File: src/rtl/pong_game_ctrl_if.sv
// Game-flow controller interface: frame/button/miss inputs toward the
// controller, renderer select, motion enables and scoreboard outputs back.
interface pong_game_ctrl_if;
    logic       frame_tick;
    logic       btn_start;
    logic       btn_pause;
    logic       miss_left;
    logic       miss_right;
    logic [1:0] screen_sel;
    logic       ball_en;
    logic       paddle_en;
    logic       serve_dir;
    logic [3:0] score_l;
    logic [3:0] score_r;
    logic [1:0] winner;

    // Stimulus side: drives frame tick, buttons and miss pulses.
    modport master (
        output frame_tick, btn_start, btn_pause, miss_left, miss_right,
        input  screen_sel, ball_en, paddle_en, serve_dir,
               score_l, score_r, winner
    );

    // Controller side.
    modport slave (
        input  frame_tick, btn_start, btn_pause, miss_left, miss_right,
        output screen_sel, ball_en, paddle_en, serve_dir,
               score_l, score_r, winner
    );
endinterface

File: src/rtl/pong_game_ctrl.sv
// Pong game-flow controller. Sequences start/serve/play/point/game-over,
// keeps both scores and drives renderer select plus ball/paddle enables.
// Optional pause state is compiled in when PONG_PAUSE_EN is defined.
//
// state      | meaning
// -----------+------------------------------------------------------
// ST_ATTRACT | start screen, scores cleared, waiting for start edge
// ST_SERVE   | paddles live, ball parked for SERVE_FRAMES frames
// ST_PLAY    | ball and paddles live, watching for misses
// ST_POINT   | everything frozen for POINT_FRAMES frames after a score
// ST_OVER    | game-over screen, scores and winner held
// ST_PAUSE   | (PONG_PAUSE_EN only) play frozen until next pause edge
module pong_game_ctrl #(
    parameter int WIN_SCORE    = 7,
    parameter int SERVE_FRAMES = 60,
    parameter int POINT_FRAMES = 90
) (
    input  logic              clk,
    input  logic              rst_n,
    pong_game_ctrl_if.slave   bus
);

    localparam logic [3:0] WIN_LIM   = 4'(WIN_SCORE);
    localparam logic [7:0] SERVE_LIM = 8'(SERVE_FRAMES);
    localparam logic [7:0] POINT_LIM = 8'(POINT_FRAMES);

    localparam logic [1:0] SEL_START = 2'b00;
    localparam logic [1:0] SEL_FIELD = 2'b01;
    localparam logic [1:0] SEL_OVER  = 2'b10;
    localparam logic [1:0] SEL_PAUSE = 2'b11;

    typedef enum logic [2:0] {
        ST_ATTRACT = 3'd0,
        ST_SERVE   = 3'd1,
        ST_PLAY    = 3'd2,
        ST_POINT   = 3'd3,
        ST_OVER    = 3'd4
`ifdef PONG_PAUSE_EN
        ,ST_PAUSE  = 3'd5
`endif
    } state_t;

    state_t     state;
    state_t     state_next;
    logic [7:0] frame_cnt;
    logic       start_prev;
    logic       pause_prev;
    logic       start_edge;
    logic [3:0] score_l_q;
    logic [3:0] score_r_q;
    logic [3:0] score_l_next;
    logic [3:0] score_r_next;
    logic       serve_dir_q;
    logic       serve_dir_next;
    logic [1:0] winner_q;
    logic [1:0] winner_next;
    logic       ball_en_q;
    logic       paddle_en_q;
    logic       ball_en_next;
    logic       paddle_en_next;
    logic [1:0] screen_sel_q;
    logic [1:0] screen_sel_cur;
    logic       l_won;
    logic       r_won;

`ifdef PONG_PAUSE_EN
    logic       pause_edge;
    assign pause_edge = bus.btn_pause & ~pause_prev;
`else
    // Pause button has no effect in this build; keep it visibly consumed.
    logic       unused_pause;
    assign unused_pause = bus.btn_pause ^ pause_prev;
`endif

    assign start_edge = bus.btn_start & ~start_prev;
    assign l_won      = (score_l_q >= WIN_LIM);
    assign r_won      = (score_r_q >= WIN_LIM);

    // Scores stop at the winning value even if both players miss together.
    function automatic logic [3:0] sat_inc(input logic [3:0] s);
        return (s >= WIN_LIM) ? s : s + 4'd1;
    endfunction

    // Next-state, scoreboard and enable decode.
    always_comb begin
        state_next     = state;
        score_l_next   = score_l_q;
        score_r_next   = score_r_q;
        serve_dir_next = serve_dir_q;
        winner_next    = winner_q;

        case (state)
            ST_ATTRACT: begin
                score_l_next = 4'd0;
                score_r_next = 4'd0;
                winner_next  = 2'b00;
                if (start_edge) begin
                    state_next     = ST_SERVE;
                    serve_dir_next = 1'b0;
                end
            end
            ST_SERVE: begin
                if (frame_cnt == SERVE_LIM) state_next = ST_PLAY;
            end
            ST_PLAY: begin
                if (bus.miss_left && bus.miss_right) begin
                    score_l_next = sat_inc(score_l_q);
                    score_r_next = sat_inc(score_r_q);
                    state_next   = ST_POINT;
                end else if (bus.miss_left) begin
                    score_r_next   = sat_inc(score_r_q);
                    serve_dir_next = 1'b1;
                    state_next     = ST_POINT;
                end else if (bus.miss_right) begin
                    score_l_next   = sat_inc(score_l_q);
                    serve_dir_next = 1'b0;
                    state_next     = ST_POINT;
                end
`ifdef PONG_PAUSE_EN
                else if (pause_edge) begin
                    state_next = ST_PAUSE;
                end
`endif
            end
            ST_POINT: begin
                if (frame_cnt == POINT_LIM) begin
                    if (l_won || r_won) begin
                        state_next  = ST_OVER;
                        winner_next = {r_won, l_won};
                    end else begin
                        state_next = ST_SERVE;
                    end
                end
            end
            ST_OVER: begin
                if (start_edge) begin
                    state_next   = ST_ATTRACT;
                    score_l_next = 4'd0;
                    score_r_next = 4'd0;
                    winner_next  = 2'b00;
                end
            end
`ifdef PONG_PAUSE_EN
            ST_PAUSE: begin
                if (pause_edge) state_next = ST_PLAY;
            end
`endif
            default: begin
                state_next = ST_ATTRACT;
            end
        endcase

        ball_en_next   = (state_next == ST_PLAY);
        paddle_en_next = (state_next == ST_SERVE) || (state_next == ST_PLAY);
    end

    // Renderer select for the current state; latched only on frame_tick.
    always_comb begin
        screen_sel_cur = SEL_START;
        case (state)
            ST_ATTRACT: screen_sel_cur = SEL_START;
            ST_SERVE,
            ST_PLAY,
            ST_POINT:   screen_sel_cur = SEL_FIELD;
            ST_OVER:    screen_sel_cur = SEL_OVER;
`ifdef PONG_PAUSE_EN
            ST_PAUSE:   screen_sel_cur = SEL_PAUSE;
`endif
            default:    screen_sel_cur = SEL_START;
        endcase
    end

    // State, scoreboard, enables, frame counter and button history.
    always_ff @(posedge clk) begin
        if (!rst_n) begin
            state        <= ST_ATTRACT;
            frame_cnt    <= 8'd0;
            start_prev   <= 1'b0;
            pause_prev   <= 1'b0;
            score_l_q    <= 4'd0;
            score_r_q    <= 4'd0;
            serve_dir_q  <= 1'b0;
            winner_q     <= 2'b00;
            ball_en_q    <= 1'b0;
            paddle_en_q  <= 1'b0;
            screen_sel_q <= SEL_START;
        end else begin
            state       <= state_next;
            start_prev  <= bus.btn_start;
            pause_prev  <= bus.btn_pause;
            score_l_q   <= score_l_next;
            score_r_q   <= score_r_next;
            serve_dir_q <= serve_dir_next;
            winner_q    <= winner_next;
            ball_en_q   <= ball_en_next;
            paddle_en_q <= paddle_en_next;
            // A state entry wins over a coincident tick.
            if (state_next != state) begin
                frame_cnt <= 8'd0;
            end else if (bus.frame_tick && (frame_cnt != 8'hFF)) begin
                frame_cnt <= frame_cnt + 8'd1;
            end
            // Pre-transition state is shown so renderers switch only between frames.
            if (bus.frame_tick) begin
                screen_sel_q <= screen_sel_cur;
            end
        end
    end

    assign bus.screen_sel = screen_sel_q;
    assign bus.ball_en    = ball_en_q;
    assign bus.paddle_en  = paddle_en_q;
    assign bus.serve_dir  = serve_dir_q;
    assign bus.score_l    = score_l_q;
    assign bus.score_r    = score_r_q;
    assign bus.winner     = winner_q;

endmodule

File: src/flat_wrapper.sv
// flat-port wrapper written by rule: the top's interface ports become plain ports
module pong_game_ctrl_flat 
#(
    parameter int WIN_SCORE    = 7,
    parameter int SERVE_FRAMES = 60,
    parameter int POINT_FRAMES = 90
)
  (clk, rst_n, bus_frame_tick, bus_btn_start, bus_btn_pause, bus_miss_left, bus_miss_right, bus_screen_sel, bus_ball_en, bus_paddle_en, bus_serve_dir, bus_score_l, bus_score_r, bus_winner);
  pong_game_ctrl_if bus_i ();
  input  logic clk;
  input  logic rst_n;
  input wire logic [$bits(bus_i.frame_tick)-1:0] bus_frame_tick;
  input wire logic [$bits(bus_i.btn_start)-1:0] bus_btn_start;
  input wire logic [$bits(bus_i.btn_pause)-1:0] bus_btn_pause;
  input wire logic [$bits(bus_i.miss_left)-1:0] bus_miss_left;
  input wire logic [$bits(bus_i.miss_right)-1:0] bus_miss_right;
  output wire logic [$bits(bus_i.screen_sel)-1:0] bus_screen_sel;
  output wire logic [$bits(bus_i.ball_en)-1:0] bus_ball_en;
  output wire logic [$bits(bus_i.paddle_en)-1:0] bus_paddle_en;
  output wire logic [$bits(bus_i.serve_dir)-1:0] bus_serve_dir;
  output wire logic [$bits(bus_i.score_l)-1:0] bus_score_l;
  output wire logic [$bits(bus_i.score_r)-1:0] bus_score_r;
  output wire logic [$bits(bus_i.winner)-1:0] bus_winner;
  assign bus_i.frame_tick = bus_frame_tick;
  assign bus_i.btn_start = bus_btn_start;
  assign bus_i.btn_pause = bus_btn_pause;
  assign bus_i.miss_left = bus_miss_left;
  assign bus_i.miss_right = bus_miss_right;
  assign bus_screen_sel = bus_i.screen_sel;
  assign bus_ball_en = bus_i.ball_en;
  assign bus_paddle_en = bus_i.paddle_en;
  assign bus_serve_dir = bus_i.serve_dir;
  assign bus_score_l = bus_i.score_l;
  assign bus_score_r = bus_i.score_r;
  assign bus_winner = bus_i.winner;
  pong_game_ctrl #(.WIN_SCORE(WIN_SCORE), .SERVE_FRAMES(SERVE_FRAMES), .POINT_FRAMES(POINT_FRAMES)) u_core (.clk(clk), .rst_n(rst_n), .bus(bus_i));
endmodule
File: config.mk
export PLATFORM = sky130hd
export DESIGN_NAME = pong_game_ctrl_flat
export DESIGN_NICKNAME = d
export VERILOG_FILES = /design/src/rtl/pong_game_ctrl_if.sv /design/src/rtl/pong_game_ctrl.sv /design/src/flat_wrapper.sv
export SDC_FILE = /design/constraint.sdc
export NUM_CORES = 1
export LEC_CHECK = 0
export CORE_UTILIZATION = 40
export DETAILED_ROUTE_END_ITERATION = 8
export PLACE_DENSITY = 0.64
export SYNTH_ARGS = -nofsm -noshare
export SYNTH_HDL_FRONTEND = slang
export SYNTH_SLANG_ARGS = --single-unit
File: constraint.sdc
create_clock -name clk -period 2.1 [get_ports clk]
set_input_delay 0.42 -clock clk [delete_from_list [all_inputs] [get_ports clk]]
set_output_delay 0.42 -clock clk [all_outputs]
set_load 0.005 [all_outputs]
* Word level (Yosys, flattened, before mapping) *
Index checks and enable logic that the tools add are counted.

operators by class
  add/subtract/negate cells = 3
  magnitude comparators = 2
  equality and inequality tests = 19
  mux-type cells = 29
  bitwise gates (word level) = 3
  reductions and logical operators = 14

operator list
  cell                                                                                 count
  4-bit two-way mux                                                                    8
  3-bit two-way mux                                                                    8
  4-bit case mux with 3 select lines                                                   2
  3-bit case mux with 5 select lines                                                   1
  4-bit AND reduction                                                                  3
  3-bit by 2-bit equality test with 1-bit output, second input constant                3
  3-bit by 2-bit inequality test with 1-bit output, second input constant              3
  4-bit by 1-bit adder with 4-bit output, second input constant                        2
  8-bit by 1-bit adder with 8-bit output, second input constant                        1
  8-bit by 6-bit equality test with 1-bit output, second input constant                1
  8-bit by 7-bit equality test with 1-bit output, second input constant                1
  4-bit by 3-bit greater-or-equal comparator with 1-bit output, second input constant  2
  2-bit by 1-bit inequality test with 1-bit output, second input constant              4
  8-bit inequality test, second input constant                                         1
  3-bit by 1-bit equality test with 1-bit output, second input constant                2
  2-bit two-way mux                                                                    3
  2-bit case mux with 3 select lines                                                   1
  3-bit nonzero test                                                                   2
  1-bit two-way mux                                                                    4
  2-bit case mux with 2 select lines                                                   1
  3-bit equality test, second input constant                                           1
  3-bit logical NOT                                                                    1
  3-bit inequality test                                                                1
  3-bit inequality test, second input constant                                         1
  10 further kinds                                                                     13

storage, ports and cells
  register bits after elaboration = 27
  bits of input ports = 7
  output and inout port bits = 15
  word-level logic and storage cells = 80

* Depth between registers and ports, before layout *
Gate-level depths: netlist of the first run.

  depth in word-level cells = 7
  depth in mapped cells = 7
  depth with buffers taken out = 7

* Worst setup path after synthesis of the first run *
Ideal clock, no wire load.

  path type = register -> register
  start point = register u_core.frame_cnt[0]
  end point = register u_core.frame_cnt[6]
  setup time = 0.088 ns
  data arrival time = 1.632 ns
  required time = 2.012 ns
  setup slack = 0.380 ns
  cell stages (with the launch flop) = 8
  buffers on the path = 0
  clock period less this slack = 1.720 ns
  cells stage by stage = dfxtp_1 > inv_1 > ha_1 > nor3b_1 > and2_4 > a2111oi_4 > a21oi_4 > a311oi_2

on the way
  longest elaborated chain between the ends = 5
  elaborated cells between the ends (all ways) = 10
  classes of those cells = add/sub (1); eq/ne (4); mux (3); reduce/logical (2)

ends and longest elaborated chain
  what                                                                                                              RTL line                                      text
  from (decl)                                                                                                       pong_game_ctrl.sv:45                          logic [7:0] frame_cnt;
  from (signal assigned)                                                                                            pong_game_ctrl.sv:201                         frame_cnt <= frame_cnt + 8'd1;
  8-bit by 7-bit equality test with 1-bit output or 8-bit by 6-bit equality test with 1-bit output (tied branches)  pong_game_ctrl.sv:126, pong_game_ctrl.sv:103
  3-bit two-way mux, on equally long branches                                                                       pong_game_ctrl.sv:126, pong_game_ctrl.sv:103
  3-bit case mux with 5 select lines                                                                                pong_game_ctrl.sv:92                          case (state)
  3-bit inequality test                                                                                             pong_game_ctrl.sv:198                         if (state_next != state) begin
  2-bit OR reduction (no line)                                                                                      n/a

Parallel ways exist; a longest one is shown, timed or not.
A chain may end at the register's enable or synchronous reset.

* Worst setup path after layout of the first run *
Ends and elaborated chain as after synthesis.

==> results of run 1 <==
[routing by layer]
metal  track usage (%)  share of wire (%)
met5                 0                  0
met4             4.444                  0
met3             4.202                4.7
met2             25.50                 47
met1             24.71                 49
[final timing paths]
check                                 endpoint                         startpoint  cells after the start  slack [ps]
min reg2reg  u_core.bus.winner[1]$_SDFFE_PN0P_  u_core.bus.winner[1]$_SDFFE_PN0P_                      2         500
max reg2reg   u_core.frame_cnt[6]$_SDFFE_PP0P_   u_core.frame_cnt[0]$_SDFFE_PP0P_                      7         190
max           u_core.frame_cnt[6]$_SDFFE_PP0P_   u_core.frame_cnt[0]$_SDFFE_PP0P_                      7         190
min          u_core.bus.winner[1]$_SDFFE_PN0P_  u_core.bus.winner[1]$_SDFFE_PN0P_                      2         500
[state kept, by name, summed over array words and instances, names as in the netlist]
signal	count
u_core.start_prev	1
u_core.bus.winner	2
u_core.bus.serve_dir	1
u_core.bus.score_l	4
u_core.bus.screen_sel	2
u_core.state	3
u_core.bus.ball_en	1
u_core.bus.score_r	4
u_core.frame_cnt	8
u_core.bus.paddle_en	1
[cell usage in the layout, fill, tap and decap left out, types with 2 or more instances in the layout]
cell type	n
sky130_fd_sc_hd__inv_1	5
sky130_fd_sc_hd__dfxtp_1	27
sky130_fd_sc_hd__a21oi_1	8
sky130_fd_sc_hd__buf_4	6
sky130_fd_sc_hd__nor2_1	15
sky130_fd_sc_hd__a21o_1	2
sky130_fd_sc_hd__nor2b_1	7
sky130_fd_sc_hd__xor2_1	3
sky130_fd_sc_hd__and2_1	6
sky130_fd_sc_hd__nand2_1	12
sky130_fd_sc_hd__nand3_1	5
sky130_fd_sc_hd__a21boi_0	5
sky130_fd_sc_hd__and3_1	3
sky130_fd_sc_hd__o211ai_1	2
sky130_fd_sc_hd__clkdlybuf4s50_1	20
sky130_fd_sc_hd__a31oi_1	2
sky130_fd_sc_hd__xnor2_1	4
sky130_fd_sc_hd__o21ai_0	5
sky130_fd_sc_hd__ha_1	5
sky130_fd_sc_hd__nand4_1	6
sky130_fd_sc_hd__nor3_1	3
sky130_fd_sc_hd__clkbuf_4	3
[power groups by stage]
stage / logic (mW) / registers (mW) / clock network (mW)
2_1_floorplan: 0.0726 / 0.540 / 0
3_3_place_gp: 0.112 / 0.540 / 0
3_5_place_dp: 0.114 / 0.541 / 0
4_1_cts: 0.114 / 0.529 / 0.237
5_1_grt: 0.127 / 0.532 / 0.255
6_report: 0.115 / 0.529 / 0.223
[per-stage QoR]
stage / hold WS, ps / TNS, ps / power, mW / cell area [um2] / cells
6_report: 503.9 / 0 / 0.8674 / 1735 / 230
2_1_floorplan: 471.8 / 0 / 0.6122 / 1421 / 157
3_5_place_dp: 489.0 / -737.5 / 0.6544 / 1704 / 226
5_1_grt: 544.8 / 0 / 0.9134 / 1735 / 230
3_3_place_gp: 478.1 / -436.9 / 0.6521 / 1704 / 226
4_1_cts: 507.9 / 0 / 0.8805 / 1730 / 230
[worst register-to-register path, cell delays in order, from the launching register on]
cell and delay, ps:
sky130_fd_sc_hd__dfxtp_1 380, sky130_fd_sc_hd__inv_1 100, sky130_fd_sc_hd__ha_1 200, sky130_fd_sc_hd__nor3b_2 160, sky130_fd_sc_hd__and2_4 190, sky130_fd_sc_hd__a2111oi_4 400, sky130_fd_sc_hd__a21oi_4 150, sky130_fd_sc_hd__a311oi_2 250
[cells by family (layout without fill, tap and decap cells)]
family | Yosys count | in the layout | share of synthesized area (%)
xor gates and xnor gates | 7 | 7 | 4.313
DFF | 27 | 27 | 38.03
adders and majority gates | 5 | 5 | 4.401
and+or+nand+nor | 72 | 72 | 27.91
muxes | 1 | 1 | 0.7043
AOI/OAI and AO/OA | 37 | 37 | 21.92
buffers and inverters | 8 | 35 | 2.728
[cell type report]
class / instances / area (um2)
sequential: 27 / 540.5
timing repair buffer: 26 / 245.2
tap: 46 / 57.56
fill: 347 / 1628
inverter: 5 / 18.77
multi-input combinational: 122 / 847.1
clock buffer: 4 / 26.28
[what timing repair did]
item                                    CTS  global route
hold endpoints to repair                  0             0
gates resized for setup                   0             1
endpoints found under the setup margin    0             7
setup buffers                             0             0
hold buffers                              0             0
==> impl_metrics.json, run 1 <==
{
  "power.density_mw_per_mm2": 499.8,
  "cts.sink_count": 27,
  "grt_pass1_wl_um": 4905,
  "number_of_core_rows": 21,
  "drt_wl_total_um": 2895,
  "design.die.area_mm2": 0.003796,
  "vdd_drop_max_v": 0.0004218,
  "number_of_flops_mapped_to_enable_cells_by_yosys": 0,
  "swShare_pct": 24.69,
  "hold_viol_final": 0,
  "worst-path-max-fanout": 8,
  "crit_path_dat_ps": 2150,
  "grt_util_all_layers_pct": 17.15,
  "detailed_placement_wirelength_estimate_um": 2182,
  "timing.final.max_slew_violations": 0,
  "max_freq_ghz": 0.5228,
  "clock-skew-final_ps": 5.360,
  "synth_seq_area_share_pct": 38.03,
  "power.share.combinational_pct": 13.2,
  "critical-path-slowest-cell": "sky130_fd_sc_hd__a2111oi_4",
  "cpPeakStageDelay_ps": 400,
  "crit_path_leading_delay_family": "compound AO/OA/AOI/OAI gates",
  "worst_slew_margin_rel_pct": 67.23,
  "grt_setup_unrepaired": "no",
  "area_growth_syn_to_layout_pct": 22.09,
  "route.detailed.vias_per_inst": 5.300,
  "drt.antenna.violating_nets": 0,
  "worstPathBufferInverterCount": 1,
  "routabilityCongestion": 0.8288,
  "post_synth_most_frequent_cells": "sky130_fd_sc_hd__dfxtp_1 (27), sky130_fd_sc_hd__nor2_1 (15), sky130_fd_sc_hd__nand2_1 (12), sky130_fd_sc_hd__a21oi_1 (8), sky130_fd_sc_hd__nor2b_1 (7)",
  "setup_crit_path_kind": "register to register",
  "power.share.sequential_pct": 61.0,
  "num_vias": 1219,
  "synthArstFlopShare_pct": 0,
  "min_path_type": "register to register",
  "status": "completed",
  "static-leakage-power_nw": 0.6492,
  "number_of_global_route_vias_before_repair": 1112,
  "cell_internal_pwr_mw": 0.6532,
  "syn-cell-area_mm2": 0.001421,
  "cts-htree-levels": 1,
  "prevailing_post_synth_register_cell": "sky130_fd_sc_hd__dfxtp_1",
  "dpl_worst_slack_ps": -103.7,
  "numCtsBuffers": 3,
  "root_buffer": "sky130_fd_sc_hd__clkbuf_4",
  "fp.dieH_um": 61.61,
  "power_frac_clock_pct": 25.7,
  "biggest_area_contributors_in_the_synthesized_netlist": "sky130_fd_sc_hd__dfxtp_1 (38%), sky130_fd_sc_hd__ha_1 (4.4%), sky130_fd_sc_hd__nor2_1 (4.0%)",
  "ys.warnings.count": 0,
  "finalSetupViolCount": 0,
  "routedWlPerCell_um": 12.59,
  "num_antenna_cells": 0,
  "clk_pin_slew_ps": 140,
  "overflow_left_after_global_routing": 0,
  "cap_viol_max_count": 0,
  "drc_errors": 0,
  "yosysTopAreaCellShare_pct": 38.03,
  "final.period_utilization_pct": 91.09,
  "yosys.cell_count.top_type": "sky130_fd_sc_hd__dfxtp_1",
  "tritoncts": "done",
  "grt_antenna_before_repair": 0,
  "ys_seq_elements": 27,
  "number_of_nets_in_the_synthesized_netlist": 169,
  "post-synth-top-area-cell": "sky130_fd_sc_hd__dfxtp_1",
  "drive_above_1_share_pct": 10.87,
  "drt_first_iter_violations": 70,
  "syn_area_per_cell_um2": 9.053,
  "netlist_instances": 157,
  "final_core_utilization_pct": 51.60,
  "dieWidth_um": 61.61,
  "worstMarginPinSlew_ps": 487.8,
  "switchingPower_mw": 0.2141,
  "core-area_mm2": 0.003363,
  "initial_core_util_pct": 42.26,
  "clock_insertion_delay_worst_skew_ps": 320,
  "final_critical_path_setup_slack_ps": 187.2,
  "timing.critical_path.from_type": "register",
  "final_critical_path_time_including_i_o_delays_and_setup_ps": 1913,
  "post_synth_num_cell_types": 50,
  "worst_ep_required_time_ps": 2340,
  "io_buffer_count": 20,
  "final_net_count": 197,
  "drt_pass1_iterations": 4,
  "ios": 22,
  "worstPathCellList": "inv_1 -> ha_1 -> nor3b_2 -> and2_4 -> a2111oi_4 -> a21oi_4 -> a311oi_2",
  "grt_max_degree": 17,
  "clock_tree.buffer_depth": 2,
  "crit_path_end_kind": "register"
}
(Power assumes the default switching activity.)
==> run 2: changes to the inputs <==
Settings changed: CORE_MARGIN from default to 4, GPL_TIMING_DRIVEN from default to 1.
==> run 2 against run 1 <==
  * Die area is 20% higher
  * Routed wire length is 5.1% higher
  * Non-clock buffer count is 2 higher
  * Sequential power hardly changed
  * Worst hold slack better by 12 ps
  * First-iteration DRC count is 29% lower
  * Register-to-register slack worse by 20 ps
  * Highest routed layer is now met4
  * Fmax is 0.78% lower
==> impl_metrics.json, run 2 (synthesis gave the netlist of run 1 again) <==
{
  "grt_antenna_before_repair": 0,
  "overflow_left_after_global_routing": 0,
  "crit_path_end_kind": "register",
  "drt_first_iter_violations": 50,
  "postCtsSetupRepairBufs": 0,
  "status": "completed",
  "worstMarginPinSlew_ps": 512.5,
  "holdBufCountCts": 0,
  "io_buffer_count": 20,
  "reg_with_most_ffs": "u_core.frame_cnt",
  "worstPathBufferInverterCount": 2,
  "ios": 22,
  "cap_viol_max_count": 0,
  "register_cell_area_after_layout_um2": 540.5,
  "final_core_utilization_pct": 51.50,
  "clock_tree.buffer_depth": 2,
  "cts.sink_count": 27,
  "final.period_utilization_pct": 91.80,
  "grt_max_degree": 17,
  "setup_crit_path_kind": "register to register",
  "initial_core_util_pct": 41.93,
  "static-leakage-power_nw": 0.6534,
  "grt_setup_unrepaired": "no",
  "clock-skew-final_ps": 9.277,
  "layout_commonest_cell": "sky130_fd_sc_hd__dfxtp_1",
  "mostFrequentLayoutCells": "sky130_fd_sc_hd__dfxtp_1 (27), sky130_fd_sc_hd__clkdlybuf4s50_1 (20), sky130_fd_sc_hd__nor2_1 (15)",
  "grt_pass1_wl_um": 4892,
  "post_cts_resized": 0,
  "finalNonFillerCells": 232,
  "worst_hold_slack_ps": 515.7,
  "design.die.area_mm2": 0.004571,
  "detailed_placement_wirelength_estimate_um": 2388,
  "num_vias": 1227,
  "timing.critical_path.from_type": "register",
  "cpPeakStageDelay_ps": 420,
  "clk_pin_slew_ps": 140,
  "drc_errors": 0,
  "route.detailed.vias_per_inst": 5.289,
  "crit_path_dat_ps": 2160,
  "power.density_mw_per_mm2": 504.2,
  "fillerInstances": 321,
  "fp.dieH_um": 67.61,
  "root_buffer": "sky130_fd_sc_hd__clkbuf_4",
  "routabilityCongestion": 0.8309,
  "place_inst": 228,
  "drt_pass1_iterations": 4,
  "min_path_type": "register to register",
  "vdd_drop_max_v": 0.0002242,
  "worst-path-max-fanout": 4,
  "worstPathCellList": "inv_1 -> ha_1 -> nor3b_1 -> o211ai_1 -> a221o_2 -> a21oi_4 -> buf_4 -> nor2_1",
  "number_of_global_route_vias_before_repair": 1136,
  "dieWidth_um": 67.61,
  "final_net_count": 199,
  "routedWlPerCell_um": 13.12,
  "cts-htree-levels": 1,
  "num_antenna_cells": 0,
  "largest_register_ff_count": 8,
  "worst_ep_required_time_ps": 2330,
  "core-area_mm2": 0.003390,
  "number_of_core_rows": 21,
  "final_critical_path_time_including_i_o_delays_and_setup_ps": 1928,
  "tritoncts": "done",
  "multiInputGateArea_um2": 842.1,
  "worst_slew_margin_rel_pct": 65.57,
  "clock_insertion_delay_worst_skew_ps": 320,
  "drt.antenna.violating_nets": 0,
  "grt_util_all_layers_pct": 13.78,
  "drive_above_1_share_pct": 11.29,
  "max_freq_ghz": 0.5187,
  "hold_viol_final": 0,
  "crit_path_leading_delay_family": "compound AO/OA/AOI/OAI gates",
  "drt_wl_total_um": 3043,
  "timing.final.max_slew_violations": 0,
  "area_growth_syn_to_layout_pct": 22.80,
  "finalSetupViolCount": 0,
  "numCtsBuffers": 3,
  "critical-path-slowest-cell": "sky130_fd_sc_hd__a221o_2"
}
[run 2: final timing paths]
check / from / to / slack (ps) / cells past startpoint
worst min-delay path: u_core.bus.winner[1]$_SDFFE_PN0P_ / u_core.bus.winner[1]$_SDFFE_PN0P_ / 520 / 2
worst min register to register: u_core.bus.winner[1]$_SDFFE_PN0P_ / u_core.bus.winner[1]$_SDFFE_PN0P_ / 520 / 2
worst max register to register: u_core.frame_cnt[0]$_SDFFE_PP0P_ / u_core.frame_cnt[4]$_SDFFE_PP0P_ / 170 / 8
worst max-delay path: u_core.frame_cnt[0]$_SDFFE_PP0P_ / u_core.frame_cnt[4]$_SDFFE_PP0P_ / 170 / 8
[run 2: worst register-to-register path, stage by stage, from the launching register on]
cell and delay, ps:
sky130_fd_sc_hd__dfxtp_1 350, sky130_fd_sc_hd__inv_1 110, sky130_fd_sc_hd__ha_1 160, sky130_fd_sc_hd__nor3b_1 270, sky130_fd_sc_hd__o211ai_1 170, sky130_fd_sc_hd__a221o_2 420, sky130_fd_sc_hd__a21oi_4 160, sky130_fd_sc_hd__buf_4 150
sky130_fd_sc_hd__nor2_1 50
[run 2: routing by layer]
metal  routed length, um  vias up  global-route usage (%)
li1                    -      627                       -
met3                 117        2                   2.329
met4                  17        0                   3.797
met5                   0        -                       0
met1                1467      577                   17.67
met2                1441       21                   23.57
[run 2: layout make-up]
type | count | share of cell area (%)
tap | 46 | 3.297
inverter | 5 | 1.075
sequential | 27 | 30.97
timing repair buffer | 28 | 14.91
multi-input combinational | 122 | 48.24
clock buffer | 4 | 1.505
[run 2: per-stage QoR]
step	TNS, ps	total power [mW]	setup slack, ps	instance area, um2
3_5_place_dp	-592.1	0.6619	-92.16	1719
3_3_place_gp	-497.8	0.6587	-74.91	1719
4_1_cts	0	0.8899	149.1	1745
5_1_grt	0	0.9145	19.76	1745
6_report	0	0.8800	172.1	1745
2_1_floorplan	0	0.6122	380.3	1421
[run 2: power by group]
part,internal [mW],switching [mW]
combinational,0.0629,0.0585
sequential,0.521,0.00827
clock,0.0743,0.154
